`config.mk`:
```
export PLATFORM = sky130hd
export DESIGN_NAME = bcd_countdown_timer
export DESIGN_NICKNAME = d
export VERILOG_FILES = /design/src/rtl/bcd_countdown_timer.sv
export SDC_FILE = /design/constraint.sdc
export NUM_CORES = 1
export LEC_CHECK = 0
export CORE_MARGIN = 2
export CORE_UTILIZATION = 25
export CTS_CLUSTER_DIAMETER = 200
export DETAILED_ROUTE_END_ITERATION = 10
export DONT_BUFFER_PORTS = 1
export GPL_TIMING_DRIVEN = 0
export SLEW_MARGIN = 20
export SYNTH_ARGS = -nofsm -noshare
export SYNTH_HDL_FRONTEND = slang
export SYNTH_SLANG_ARGS = --single-unit
```
`constraint.sdc`:
```
create_clock -name i_clk -period 2.1 [get_ports i_clk]
set_input_delay 0.42 -clock i_clk [delete_from_list [all_inputs] [get_ports i_clk]]
set_output_delay 0.42 -clock i_clk [all_outputs]
set_load 0.05 [all_outputs]
```
`src/rtl/bcd_countdown_timer.sv`:
```
// ---------------------------------------------------------------------------
// bcd_countdown_timer
//
// Loadable 4-digit BCD down-counter (0000-9999) with start/pause control and
// a one-cycle terminal-count pulse. A prescaler divides i_clk so that the
// count drops by one every CLK_DIV clock edges while running.
//
// Parameters
//   CLK_DIV  i_clk edges per decrement (>= 2)
//   DIV_W    prescaler width, 2**DIV_W >= CLK_DIV
//
// Ports
//   i_clk, i_rst                 clock, synchronous active-high reset
//   i_load                       load i_ld_* (digits > 9 clamp to 9), go IDLE
//   i_ld_units .. i_ld_thousands load value, one BCD digit each
//   i_start                      start from IDLE / resume from PAUSE (level)
//   i_pause                      freeze counting while RUN
//   o_units .. o_thousands       current BCD value
//   o_running                    high while in RUN
//   o_zero                       high when the value is 0000
//   o_done                       one-cycle pulse when counting reaches 0000
//
// Per-edge priority: i_rst > i_load > i_pause > i_start > count.
// ---------------------------------------------------------------------------
module bcd_countdown_timer #(
    parameter int CLK_DIV = 10000000,
    parameter int DIV_W   = 24
) (
    input  logic       i_clk,
    input  logic       i_rst,
    input  logic       i_load,
    input  logic [3:0] i_ld_units,
    input  logic [3:0] i_ld_tens,
    input  logic [3:0] i_ld_hundreds,
    input  logic [3:0] i_ld_thousands,
    input  logic       i_start,
    input  logic       i_pause,
    output logic [3:0] o_units,
    output logic [3:0] o_tens,
    output logic [3:0] o_hundreds,
    output logic [3:0] o_thousands,
    output logic       o_running,
    output logic       o_zero,
    output logic       o_done
);

    typedef enum logic [1:0] {
        S_IDLE  = 2'd0,
        S_RUN   = 2'd1,
        S_PAUSE = 2'd2
    } state_t;

    localparam logic [DIV_W-1:0] PRESC_MAX = DIV_W'(CLK_DIV - 1);

    // Load values above 9 are not valid BCD; saturate them at 9.
    function automatic logic [3:0] clamp9(input logic [3:0] d);
        return (d > 4'd9) ? 4'd9 : d;
    endfunction

    // -----------------------------------------------------------------------
    // State
    // -----------------------------------------------------------------------
    state_t           state_q, state_d;
    logic [DIV_W-1:0] presc_q, presc_d;
    logic [3:0]       units_q, units_d;
    logic [3:0]       tens_q, tens_d;
    logic [3:0]       hund_q, hund_d;
    logic [3:0]       thou_q, thou_d;
    logic             running_q, running_d;
    logic             done_q, done_d;

    // -----------------------------------------------------------------------
    // Decrement-by-one borrow chain. A digit steps down only when every
    // lower digit is 0; a 0 digit that steps down becomes 9.
    // -----------------------------------------------------------------------
    logic       borrow_t, borrow_h, borrow_k;
    logic [3:0] units_dec, tens_dec, hund_dec, thou_dec;
    logic       dec_reaches_zero;

    always_comb begin
        borrow_t  = (units_q == 4'd0);
        borrow_h  = borrow_t && (tens_q == 4'd0);
        borrow_k  = borrow_h && (hund_q == 4'd0);

        units_dec = (units_q == 4'd0) ? 4'd9 : units_q - 4'd1;
        tens_dec  = tens_q;
        hund_dec  = hund_q;
        thou_dec  = thou_q;
        if (borrow_t) tens_dec = (tens_q == 4'd0) ? 4'd9 : tens_q - 4'd1;
        if (borrow_h) hund_dec = (hund_q == 4'd0) ? 4'd9 : hund_q - 4'd1;
        if (borrow_k) thou_dec = (thou_q == 4'd0) ? 4'd9 : thou_q - 4'd1;

        // RUN is never entered at 0000, so the only way the decrement lands
        // on zero is from 0001; no wrap to 9999 can occur.
        dec_reaches_zero = (units_dec == 4'd0) && (tens_dec == 4'd0) &&
                           (hund_dec == 4'd0) && (thou_dec == 4'd0);
    end

    logic is_zero;
    assign is_zero = (units_q == 4'd0) && (tens_q == 4'd0) &&
                     (hund_q == 4'd0) && (thou_q == 4'd0);

    // -----------------------------------------------------------------------
    // Next-state logic
    // -----------------------------------------------------------------------
    always_comb begin
        state_d = state_q;
        presc_d = presc_q;
        units_d = units_q;
        tens_d  = tens_q;
        hund_d  = hund_q;
        thou_d  = thou_q;
        done_d  = 1'b0;

        if (i_load) begin
            units_d = clamp9(i_ld_units);
            tens_d  = clamp9(i_ld_tens);
            hund_d  = clamp9(i_ld_hundreds);
            thou_d  = clamp9(i_ld_thousands);
            presc_d = '0;
            state_d = S_IDLE;
        end else if (i_pause) begin
            // Prescaler and digits hold; pause also blocks start this edge.
            if (state_q == S_RUN) state_d = S_PAUSE;
        end else if (i_start && state_q == S_IDLE) begin
            if (!is_zero) begin
                state_d = S_RUN;
                presc_d = '0;
            end
        end else if (i_start && state_q == S_PAUSE) begin
            // Resume keeps the partial prescaler count.
            state_d = S_RUN;
        end else if (state_q == S_RUN) begin
            if (presc_q == PRESC_MAX) begin
                presc_d = '0;
                units_d = units_dec;
                tens_d  = tens_dec;
                hund_d  = hund_dec;
                thou_d  = thou_dec;
                if (dec_reaches_zero) begin
                    state_d = S_IDLE;
                    done_d  = 1'b1;
                end
            end else begin
                presc_d = presc_q + DIV_W'(1);
            end
        end

        running_d = (state_d == S_RUN);
    end

    // -----------------------------------------------------------------------
    // Registers
    // -----------------------------------------------------------------------
    always_ff @(posedge i_clk) begin
        if (i_rst) begin
            state_q   <= S_IDLE;
            presc_q   <= '0;
            units_q   <= 4'd0;
            tens_q    <= 4'd0;
            hund_q    <= 4'd0;
            thou_q    <= 4'd0;
            running_q <= 1'b0;
            done_q    <= 1'b0;
        end else begin
            state_q   <= state_d;
            presc_q   <= presc_d;
            units_q   <= units_d;
            tens_q    <= tens_d;
            hund_q    <= hund_d;
            thou_q    <= thou_d;
            running_q <= running_d;
            done_q    <= done_d;
        end
    end

    assign o_units     = units_q;
    assign o_tens      = tens_q;
    assign o_hundreds  = hund_q;
    assign o_thousands = thou_q;
    assign o_running   = running_q;
    assign o_zero      = is_zero;
    assign o_done      = done_q;

endmodule

```
==> results of run 1 <==
[sequential cells by signal, indices dropped and copies added (netlist names)]
signal and count:
o_units 4, o_done 1, presc_q 24, o_hundreds 4
o_tens 4, o_thousands 4, state_q 2, o_running 1
[routing by layer]
| metal | vias up | track usage, % | wire length [um] |
|---|---|---|---|
| met3 | 7 | 2.66 | 377 |
| li1 | 1343 | - | - |
| met2 | 38 | 22.0 | 3940 |
| met1 | 1327 | 17.8 | 3690 |
| met5 | - | 0 | 0 |
| met4 | 0 | 3.57 | 69 |
[layout make-up]
type	count	area [um^2]
clock buffer	7	96.3
tap	136	170
inverter	16	60.1
sequential	44	955
buffer	17	141
fill	1106	6890
multi-input combinational	260	1890
timing repair buffer	20	171
[logic make-up after synthesis]
kind of cell	after synthesis	synth area share, %
XOR/XNOR	9	2.94
AO/OA/AOI/OAI	84	21.3
AND/OR/NAND/NOR	163	36.0
multiplexers	3	1.12
flip-flops	44	32.8
adder cells (fa/ha/maj)	1	0.466
buffers and inverters	35	5.36
[repair_timing]
action	in CTS	in global routing
endpoints found under the hold margin	0	0
endpoints found under the setup margin	41	34
gates resized for setup	50	61
gates cloned	0	1
setup buffers	12	8
pin swaps	11	27
[critical path, stage by stage (launching register included)]
cell	delay (ns)
dfxtp_4	0.43
or4_4	0.57
or2_4	0.26
nor2_4	0.29
[per-stage QoR]
stage,utilization (%),hold WS [ns],TNS (ns),setup slack (ns),instance area (um^2)
2_1_floorplan,-,0.424,-1.59,-0.0961,2750
3_3_place_gp,28.2,0.451,-15.03,-0.593,2920
3_5_place_dp,28.2,0.452,-17.11,-0.684,2920
4_1_cts,31.4,0.229,-2.49,-0.216,3260
5_1_grt,33.6,0.232,-2.28,-0.237,3480
6_report,33.6,0.230,-0.541,-0.181,3480
[path summary, 6_finish.rpt]
check	endpoint	startpoint	slack, ns	cells after the start
setup / recovery	o_zero	o_thousands[2]	-0.18	3
hold / removal	o_hundreds[2]	i_ld_hundreds[2]	0.23	2
setup reg to reg	o_units[2]	presc_q[22]	-0.14	5
hold reg to reg	presc_q[6]	presc_q[6]	0.47	1
[placed cells by master, fill, tap and decap left out, drive strengths merged, types with 5 or more instances in the layout]
cell	n
or3	13
a211oi	9
dfxtp	44
nor4	11
nand4	10
o21ai	13
inv	16
nor3	9
or4	15
nand3	16
clkbuf	17
o31ai	9
xnor2	9
nand2	20
and3	7
or2	6
a311oi	5
buf	26
a21oi	20
nor2	29
[where the power goes]
group	switching (W)	internal [W]
clock network	0.000307	0.000294
logic	0.000158	0.000129
registers	0.000110	0.000847
total	0.000575	0.00127
==> flow_results.xml, run 1 <==
<?xml version="1.0" encoding="UTF-8"?>
<metrics>
  <group name="floorplanning">
    <metric name="row_cnt" unit="">37</metric>
    <metric name="fp.dieH" unit="um">108</metric>
    <metric name="start_util" unit="%">25.9</metric>
    <metric name="boundaryPins" unit="">40</metric>
    <metric name="die-width" unit="um">108</metric>
    <metric name="core_region_area" unit="um^2">10400</metric>
    <metric name="die_area" unit="um^2">11600</metric>
  </group>
  <group name="critical_path">
    <metric name="endpoint_kind" unit="">primary output</metric>
    <metric name="setup.worst_path.class" unit="">reg -&gt; out</metric>
    <metric name="start_kind" unit="">flip-flop</metric>
    <metric name="endpoint_required_time_on_the_critical_path" unit="ns">1.68</metric>
    <metric name="crit_arrival" unit="ns">1.86</metric>
    <metric name="critical_path.max_fanout" unit="">8</metric>
  </group>
  <group name="worst_hold_path">
    <metric name="worst_min_delay_path_category" unit="">in -&gt; reg</metric>
  </group>
  <group name="synth">
    <metric name="ys.warnings.count" unit="">0</metric>
    <metric name="synth_async_sr_flop_share" unit="%">0</metric>
    <metric name="post_synth_most_frequent_cells" unit="">dfxtp_1 (44), nor2_1 (29), a21oi_1 (20), nand2_1 (20)</metric>
    <metric name="postSynthRegisterBits" unit="">44</metric>
    <metric name="syn_inst" unit="">339</metric>
    <metric name="synth_enable_flop_cells" unit="">0</metric>
    <metric name="synth.most_common_cell" unit="">dfxtp_1</metric>
    <metric name="synth_cell_type_count" unit="">54</metric>
    <metric name="post-synth-top-area-cell" unit="">dfxtp_1</metric>
    <metric name="netlist.area_leader.share" unit="%">32.8</metric>
    <metric name="mappedNetlistNets" unit="">361</metric>
    <metric name="synthFlopType" unit="">dfxtp_1</metric>
    <metric name="post_synth_instance_area" unit="um^2">2680</metric>
    <metric name="seq_area_frac_synth" unit="%">32.8</metric>
    <metric name="synth_top_cells_by_area" unit="">dfxtp_1 (33%), or4_1 (4.2%), nor2_1 (4.1%)</metric>
    <metric name="synthesis.area_per_instance" unit="um^2">7.91</metric>
  </group>
  <group name="clocking">
    <metric name="clkTransAtPathRegs" unit="ns">0.09</metric>
    <metric name="clock_tree.buffer_depth" unit="">2</metric>
    <metric name="cts_made_buffers" unit="">5</metric>
    <metric name="cts.sink_count" unit="">44</metric>
    <metric name="cts_tree" unit="">yes</metric>
    <metric name="cts-hold-fix-buffers" unit="">0</metric>
    <metric name="clock_latency" unit="ns">0.30</metric>
    <metric name="cts_htree_levels" unit="">2</metric>
    <metric name="cts.root.buffer_cell" unit="">clkbuf_8</metric>
  </group>
  <group name="place">
    <metric name="detailedPlacementHpwl" unit="mm">5.51</metric>
    <metric name="gpl.final_weighted_congestion" unit="">0.849</metric>
    <metric name="portBuffers" unit="">0</metric>
    <metric name="placed_cells_incl_taps" unit="">475</metric>
  </group>
  <group name="sta">
    <metric name="post-route-worst-setup-slack" unit="ns">-0.181</metric>
    <metric name="timing.final.crit_period" unit="ns">2.28</metric>
    <metric name="final_clock_period_utilization_by_the_worst_path" unit="%">109</metric>
    <metric name="rsz_0062_raised_after_global_routing" unit="">yes</metric>
    <metric name="max_slew_violation_count" unit="">0</metric>
    <metric name="achievable-frequency" unit="MHz">438</metric>
    <metric name="max_slew_headroom_at_the_worst_pin" unit="%">54.3</metric>
    <metric name="hold_violations" unit="">0</metric>
    <metric name="timing.final.setup_violations" unit="">7</metric>
    <metric name="worst_clock_skew" unit="ns">0.00912</metric>
    <metric name="actual_slew_at_the_worst_max_slew_pin" unit="ns">0.684</metric>
  </group>
  <group name="finish">
    <metric name="layout.nets" unit="">386</metric>
    <metric name="area_growth" unit="%">29.8</metric>
    <metric name="drive_gt1_share" unit="%">30.8</metric>
    <metric name="diodes" unit="">0</metric>
    <metric name="final_cell_count_no_fill" unit="">500</metric>
  </group>
  <group name="detailed_routing">
    <metric name="route.vias.total" unit="">2715</metric>
    <metric name="routedWlPerCell" unit="um">16.2</metric>
    <metric name="initialDrtViolationCount" unit="">229</metric>
    <metric name="drtPass1Iterations" unit="">4</metric>
    <metric name="wl" unit="mm">8.08</metric>
    <metric name="viasPerCell" unit="">5.43</metric>
    <metric name="detail_route.drc_violations" unit="">0</metric>
    <metric name="postRouteAntennaNets" unit="">0</metric>
  </group>
  <group name="power">
    <metric name="max-vdd-ir-drop" unit="V">0.000269</metric>
    <metric name="power" unit="W">0.00184</metric>
    <metric name="static-leakage-power" unit="nW">1.06</metric>
    <metric name="power_density" unit="nW/um^2">530</metric>
  </group>
  <group name="grt">
    <metric name="grt_max_degree" unit="">13</metric>
    <metric name="groute.usage.overall" unit="%">13.3</metric>
    <metric name="first_pass_grt_wire_length" unit="mm">12.5</metric>
    <metric name="first_global_vias" unit="">2536</metric>
    <metric name="grt_antenna_before_repair" unit="">0</metric>
    <metric name="gr-total-overflow" unit="">0</metric>
  </group>
  <group name="flow_run">
    <metric name="drv_cap" unit="">0</metric>
  </group>
  <group name="run_status">
    <metric name="run_status" unit="">finished with violations</metric>
    <metric name="failing_checks" unit="">setup timing</metric>
  </group>
</metrics>
No activity file was read; power rests on OpenSTA's default activity.
==> run 2, diff against run 1 <==
--- a/config.mk
+++ b/config.mk
@@ -5,12 +5,15 @@
 export SDC_FILE = /design/constraint.sdc
 export NUM_CORES = 1
 export LEC_CHECK = 0
+export CELL_PAD_IN_SITES_DETAIL_PLACEMENT = 1
+export CELL_PAD_IN_SITES_GLOBAL_PLACEMENT = 1
 export CORE_MARGIN = 2
-export CORE_UTILIZATION = 25
+export CORE_UTILIZATION = 42
 export CTS_CLUSTER_DIAMETER = 200
 export DETAILED_ROUTE_END_ITERATION = 10
 export DONT_BUFFER_PORTS = 1
 export GPL_TIMING_DRIVEN = 0
+export PLACE_DENSITY_LB_ADDON = 0.1
 export SLEW_MARGIN = 20
 export SYNTH_ARGS = -nofsm -noshare
 export SYNTH_HDL_FRONTEND = slang
==> flow_results.xml, run 2 (synthesized netlist as in run 1, its figures left out) <==
<?xml version="1.0" encoding="UTF-8"?>
<metrics>
  <group name="power">
    <metric name="p_clk_share" unit="%">32.1</metric>
    <metric name="cell_internal_pwr" unit="W">0.00123</metric>
    <metric name="power_density" unit="nW/um^2">550</metric>
    <metric name="power_frac_seq" unit="%">52.5</metric>
    <metric name="net-switching-power" unit="W">0.000588</metric>
    <metric name="combPwrFrac" unit="%">15.4</metric>
    <metric name="power.switching_fraction" unit="%">32.2</metric>
    <metric name="power" unit="W">0.00182</metric>
    <metric name="max-vdd-ir-drop" unit="V">0.000340</metric>
    <metric name="static-leakage-power" unit="nW">1.05</metric>
  </group>
  <group name="grt">
    <metric name="gr-total-overflow" unit="">0</metric>
    <metric name="first_global_vias" unit="">2787</metric>
    <metric name="groute.usage.overall" unit="%">23.6</metric>
    <metric name="grt_antenna_before_repair" unit="">0</metric>
    <metric name="first_pass_grt_wire_length" unit="mm">13.7</metric>
    <metric name="grt_max_degree" unit="">14</metric>
  </group>
  <group name="detailed_routing">
    <metric name="top_signal_layer_used" unit="">met4</metric>
    <metric name="routedWlPerCell" unit="um">19.0</metric>
    <metric name="initialDrtViolationCount" unit="">84</metric>
    <metric name="postRouteAntennaNets" unit="">0</metric>
    <metric name="routed-wl-met3" unit="um">324</metric>
    <metric name="route.vias.total" unit="">2747</metric>
    <metric name="viasPerCell" unit="">6.21</metric>
    <metric name="drtPass1Iterations" unit="">4</metric>
    <metric name="wl" unit="mm">8.40</metric>
    <metric name="wl_met1" unit="mm">3.61</metric>
    <metric name="route.met2.wl" unit="mm">4.35</metric>
    <metric name="detail_route.drc_violations" unit="">0</metric>
  </group>
  <group name="sta">
    <metric name="post-route-worst-setup-slack" unit="ns">-0.187</metric>
    <metric name="actual_slew_at_the_worst_max_slew_pin" unit="ns">0.599</metric>
    <metric name="timing.final.setup_violations" unit="">9</metric>
    <metric name="worst_clock_skew" unit="ns">0.00934</metric>
    <metric name="rsz_0062_raised_after_global_routing" unit="">yes</metric>
    <metric name="achievable-frequency" unit="MHz">437</metric>
    <metric name="max_slew_headroom_at_the_worst_pin" unit="%">59.9</metric>
    <metric name="max_slew_violation_count" unit="">0</metric>
    <metric name="timing.final.crit_period" unit="ns">2.29</metric>
    <metric name="hold_violations" unit="">0</metric>
    <metric name="final_clock_period_utilization_by_the_worst_path" unit="%">109</metric>
  </group>
  <group name="critical_path">
    <metric name="setup.worst_path.class" unit="">reg -&gt; out</metric>
    <metric name="r2r-start" unit="">presc_q[21]</metric>
    <metric name="worst_path_max_delay_cell" unit="">or4_4</metric>
    <metric name="path_cells" unit="">or4_4 -&gt; or2_4 -&gt; nor2_4</metric>
    <metric name="endpoint_required_time_on_the_critical_path" unit="ns">1.68</metric>
    <metric name="start_kind" unit="">flip-flop</metric>
    <metric name="r2r_end" unit="">o_units[2]</metric>
    <metric name="rr_worst_depth" unit="">5</metric>
    <metric name="crit_arrival" unit="ns">1.87</metric>
    <metric name="endpoint_kind" unit="">primary output</metric>
    <metric name="critical-path-max-stage-delay" unit="ns">0.58</metric>
    <metric name="ff2ff_setup_slack" unit="ns">-0.15</metric>
    <metric name="critical_path.max_fanout" unit="">8</metric>
  </group>
  <group name="finish">
    <metric name="area_growth" unit="%">23.4</metric>
    <metric name="drive_gt1_share" unit="%">26.3</metric>
    <metric name="largest_register_ffs" unit="">24</metric>
    <metric name="diodes" unit="">0</metric>
    <metric name="layout.nets" unit="">386</metric>
    <metric name="max_flop_register" unit="">presc_q</metric>
    <metric name="num-fill-cells" unit="">775</metric>
    <metric name="final_core_util" unit="%">52.7</metric>
    <metric name="leading_cell_type_in_the_layout_fill_and_taps_excluded" unit="">nor2_1</metric>
    <metric name="most-common-layout-cells" unit="">nor2_1 (28), nand2_1 (20), dfxtp_1 (19)</metric>
  </group>
  <group name="run_status">
    <metric name="run_status" unit="">finished with violations</metric>
    <metric name="failing_checks" unit="">setup timing</metric>
  </group>
  <group name="clocking">
    <metric name="clkTransAtPathRegs" unit="ns">0.09</metric>
    <metric name="cts_tree" unit="">yes</metric>
    <metric name="clock_tree.buffer_depth" unit="">2</metric>
    <metric name="cts.root.buffer_cell" unit="">clkbuf_8</metric>
    <metric name="cts.sink_count" unit="">44</metric>
    <metric name="cts-hold-fix-buffers" unit="">0</metric>
    <metric name="clock_latency" unit="ns">0.31</metric>
    <metric name="cts_made_buffers" unit="">5</metric>
    <metric name="cts_htree_levels" unit="">2</metric>
  </group>
  <group name="worst_hold_path">
    <metric name="holdCritStartpoint" unit="">i_ld_hundreds[2]</metric>
    <metric name="worst_min_delay_path_category" unit="">in -&gt; reg</metric>
    <metric name="min_delay_worst_endpoint" unit="">o_hundreds[2]</metric>
    <metric name="hold-path-cell-count" unit="">2</metric>
  </group>
  <group name="place">
    <metric name="detailedPlacementHpwl" unit="mm">5.81</metric>
    <metric name="gpl.final_weighted_congestion" unit="">0.862</metric>
    <metric name="portBuffers" unit="">0</metric>
    <metric name="pre_cts_slack" unit="ns">-0.691</metric>
  </group>
  <group name="floorplanning">
    <metric name="start_util" unit="%">42.7</metric>
    <metric name="fp.dieH" unit="um">83.9</metric>
    <metric name="die-width" unit="um">83.9</metric>
    <metric name="boundaryPins" unit="">40</metric>
    <metric name="die_area" unit="um^2">7040</metric>
    <metric name="row_cnt" unit="">29</metric>
    <metric name="core_region_area" unit="um^2">6280</metric>
  </group>
  <group name="flow_run">
    <metric name="drv_cap" unit="">0</metric>
  </group>
</metrics>
-- run 2: final cells by class --
cell class,count,area [um^2],share of cell area (%)
Buffer,17,140,4.23
Clock buffer,6,82.6,2.50
Clock inverter,2,10.0,0.302
Inverter,16,60.1,1.81
Multi-Input combinational cell,260,1820,55.1
Sequential cell,44,945,28.5
Tap cell,77,96.3,2.91
Timing Repair Buffer,20,153,4.61
-- run 2: worst max path at each step --
stage,startpoint,slack [ns],endpoint,cells past startpoint
detailed placement,o_tens[1],-0.69,presc_q[15],7
global placement,i_pause,-0.60,presc_q[23],7
CTS,presc_q[8],-0.22,o_units[2],6
finish,o_thousands[2],-0.19,o_zero,3
floorplan,presc_q[0],-0.1,o_units[2],7
global route,presc_q[21],-0.24,o_units[2],5
-- run 2: timing repair --
action,CTS,global route
setup endpoints to repair,43,34
endpoints found under the hold margin,0,0
pin swaps,13,11
setup buffers,14,6
gates resized for setup,57,24
-- run 2: worst max-delay path, delay by kind of cell (launching register included) --
kind | cells | cell delay [ns]
DFF | 1 | 0.43
and+or+nand+nor | 3 | 1.11
-- run 2: power by group through the flow --
stage | logic, W | registers, W | clock network (W)
floorplan | 0.000166 | 0.000971 | 0
global placement | 0.000208 | 0.000983 | 0
detailed placement | 0.000214 | 0.000984 | 0
CTS | 0.000259 | 0.000958 | 0.000595
global route | 0.000305 | 0.000962 | 0.000627
finish | 0.000280 | 0.000957 | 0.000585
-- run 2: per-stage QoR --
| stage | instance area, um^2 | instances | hold WS (ns) | TNS, ns |
|---|---|---|---|---|
| finish | 3310 | 442 | 0.216 | -0.644 |
| global route | 3310 | 442 | 0.206 | -2.15 |
| CTS | 3210 | 437 | 0.214 | -0.678 |
| detailed placement | 2850 | 416 | 0.450 | -17.40 |
| global placement | 2850 | 416 | 0.452 | -15.08 |
| floorplan | 2750 | 339 | 0.424 | -1.59 |
-- run 2: routing by layer --
layer,vias to the layer above,global-route usage [%]
li1,1341,-
met1,1347,28.6
met2,49,41.7
met3,10,5.24
met4,0,6.74
met5,-,0
==> run 3, diff against run 2 <==
--- a/config.mk
+++ b/config.mk
@@ -14,6 +14,7 @@
 export DONT_BUFFER_PORTS = 1
 export GPL_TIMING_DRIVEN = 0
 export PLACE_DENSITY_LB_ADDON = 0.1
+export SKIP_CTS_REPAIR_TIMING = 1
 export SLEW_MARGIN = 20
 export SYNTH_ARGS = -nofsm -noshare
 export SYNTH_HDL_FRONTEND = slang
==> flow_results.xml, run 3 (synthesized netlist as in run 1, its figures left out) <==
<?xml version="1.0" encoding="UTF-8"?>
<metrics>
  <group name="run_status">
    <metric name="run_status" unit="">finished with violations</metric>
    <metric name="failing_checks" unit="">setup timing</metric>
  </group>
  <group name="sta">
    <metric name="hold_violations" unit="">0</metric>
    <metric name="rsz_0062_raised_after_global_routing" unit="">yes</metric>
    <metric name="actual_slew_at_the_worst_max_slew_pin" unit="ns">0.596</metric>
    <metric name="worst_clock_skew" unit="ns">0.0107</metric>
    <metric name="timing.final.crit_period" unit="ns">2.40</metric>
    <metric name="max_slew_headroom_at_the_worst_pin" unit="%">60.1</metric>
    <metric name="achievable-frequency" unit="MHz">417</metric>
    <metric name="timing.final.setup_violations" unit="">22</metric>
    <metric name="max_slew_violation_count" unit="">0</metric>
    <metric name="final_clock_period_utilization_by_the_worst_path" unit="%">114</metric>
    <metric name="post-route-worst-setup-slack" unit="ns">-0.299</metric>
  </group>
  <group name="clocking">
    <metric name="cts_htree_levels" unit="">2</metric>
    <metric name="clkTransAtPathRegs" unit="ns">0.09</metric>
    <metric name="cts.root.buffer_cell" unit="">clkbuf_8</metric>
    <metric name="clock_latency" unit="ns">0.31</metric>
    <metric name="cts_tree" unit="">yes</metric>
    <metric name="cts_made_buffers" unit="">5</metric>
    <metric name="cts.sink_count" unit="">44</metric>
    <metric name="clock_tree.buffer_depth" unit="">2</metric>
  </group>
  <group name="grt">
    <metric name="first_global_vias" unit="">2658</metric>
    <metric name="first_pass_grt_wire_length" unit="mm">12.9</metric>
    <metric name="groute.usage.overall" unit="%">22.2</metric>
    <metric name="gr-total-overflow" unit="">0</metric>
    <metric name="grt_max_degree" unit="">14</metric>
    <metric name="grt_antenna_before_repair" unit="">0</metric>
  </group>
  <group name="floorplanning">
    <metric name="die-width" unit="um">83.9</metric>
    <metric name="core_region_area" unit="um^2">6280</metric>
    <metric name="boundaryPins" unit="">40</metric>
    <metric name="die_area" unit="um^2">7040</metric>
    <metric name="row_cnt" unit="">29</metric>
    <metric name="start_util" unit="%">42.7</metric>
    <metric name="fp.dieH" unit="um">83.9</metric>
  </group>
  <group name="detailed_routing">
    <metric name="drtPass1Iterations" unit="">4</metric>
    <metric name="postRouteAntennaNets" unit="">0</metric>
    <metric name="initialDrtViolationCount" unit="">107</metric>
    <metric name="wl" unit="mm">8.19</metric>
    <metric name="viasPerCell" unit="">6.30</metric>
    <metric name="detail_route.drc_violations" unit="">0</metric>
    <metric name="route.vias.total" unit="">2751</metric>
    <metric name="routedWlPerCell" unit="um">18.7</metric>
  </group>
  <group name="flow_run">
    <metric name="drv_cap" unit="">0</metric>
  </group>
  <group name="finish">
    <metric name="largest_register_ffs" unit="">24</metric>
    <metric name="max_flop_register" unit="">presc_q</metric>
    <metric name="drive_gt1_share" unit="%">24.4</metric>
    <metric name="layout.nets" unit="">381</metric>
    <metric name="leading_cell_type_in_the_layout_fill_and_taps_excluded" unit="">nor2_1</metric>
    <metric name="final_cell_area" unit="um^2">3240</metric>
    <metric name="num-fill-cells" unit="">777</metric>
    <metric name="area_growth" unit="%">20.7</metric>
    <metric name="most-common-layout-cells" unit="">nor2_1 (27), dfxtp_1 (22), nand2_1 (20)</metric>
    <metric name="final_cell_count_no_fill" unit="">437</metric>
    <metric name="diodes" unit="">0</metric>
  </group>
  <group name="critical_path">
    <metric name="setup.worst_path.class" unit="">reg -&gt; out</metric>
    <metric name="endpoint_kind" unit="">primary output</metric>
    <metric name="critical_path.max_fanout" unit="">10</metric>
    <metric name="crit_arrival" unit="ns">1.98</metric>
    <metric name="endpoint_required_time_on_the_critical_path" unit="ns">1.68</metric>
    <metric name="start_kind" unit="">flip-flop</metric>
  </group>
  <group name="power">
    <metric name="power.switching_fraction" unit="%">32.0</metric>
    <metric name="power" unit="W">0.00179</metric>
    <metric name="p_clk_share" unit="%">32.1</metric>
    <metric name="net-switching-power" unit="W">0.000574</metric>
    <metric name="cell_internal_pwr" unit="W">0.00122</metric>
    <metric name="power_density" unit="nW/um^2">554</metric>
    <metric name="max-vdd-ir-drop" unit="V">0.000335</metric>
    <metric name="power_frac_seq" unit="%">53.6</metric>
    <metric name="static-leakage-power" unit="nW">1.04</metric>
    <metric name="combPwrFrac" unit="%">14.3</metric>
  </group>
  <group name="worst_hold_path">
    <metric name="worst_min_delay_path_category" unit="">in -&gt; reg</metric>
  </group>
  <group name="place">
    <metric name="placed_area" unit="um^2">2850</metric>
    <metric name="placed_cells_incl_taps" unit="">416</metric>
    <metric name="detailedPlacementHpwl" unit="mm">5.81</metric>
    <metric name="portBuffers" unit="">0</metric>
    <metric name="gpl.final_weighted_congestion" unit="">0.862</metric>
  </group>
</metrics>
-- run 3: changes by cell type in the layout (fill, tap and decap cells not counted), moves of 2 or more --
cell / previous run / this run
buf_2: 1 / 3
buf_4: 17 / 15
buf_6: 6 / 3
clkbuf_8: 9 / 7
dfxtp_1: 19 / 22
dfxtp_4: 13 / 11
or2_4: 3 / 1
-- run 3: worst paths after layout --
check	from	end	slack [ns]	depth (start not counted)
max	o_hundreds[1]	o_zero	-0.30	4
min reg2reg	presc_q[6]	presc_q[6]	0.46	1
min	i_ld_thousands[2]	o_thousands[2]	0.22	2
max reg2reg	presc_q[0]	o_units[2]	-0.28	6
-- run 3: critical path, cell delays in order (launching register included) --
cell     delay, ns
dfxtp_4       0.42
buf_6         0.16
or4_4         0.53
or2_4         0.26
nor2_4        0.30
-- run 3: routing by layer --
metal  routed length (um)  share of wire [%]  track usage, %
met1                 3560                 43            26.8
met2                 4270                 52            39.2
met3                  272                3.3            5.64
met4                   89                1.1            5.57
met5                    0                  0               0
-- run 3: stage by stage --
stage	util (%)	setup TNS, ns	hold slack (ns)	setup WS [ns]
after floorplan	-	-1.59	0.424	-0.0961
after global placement	45.4	-15.08	0.452	-0.599
after detailed placement	45.4	-17.40	0.450	-0.691
after CTS	46.8	-18.75	0.214	-0.716
after global routing	51.6	-4.15	0.208	-0.373
final	51.6	-1.31	0.217	-0.299
-- run 3: final cells by class --
| type | count | area (um^2) | area share (%) |
|---|---|---|---|
| plain buffers | 17 | 115 | 3.56 |
| flip-flops and latches | 44 | 936 | 28.9 |
| clock inverters | 2 | 10.0 | 0.309 |
| multi-input cells | 260 | 1820 | 56.3 |
| repair buffers | 15 | 115 | 3.56 |
| clock buffers | 6 | 82.6 | 2.55 |
| inverters | 16 | 60.1 | 1.86 |
| well taps | 77 | 96.3 | 2.98 |
-- run 3: power by group through the flow --
stage	Clock, W	Sequential [W]	Combinational [W]
floorplan	0	0.000971	0.000166
global placement	0	0.000983	0.000208
detailed placement	0	0.000984	0.000214
CTS	0.000596	0.000964	0.000215
global route	0.000627	0.000966	0.000283
finish	0.000577	0.000961	0.000256
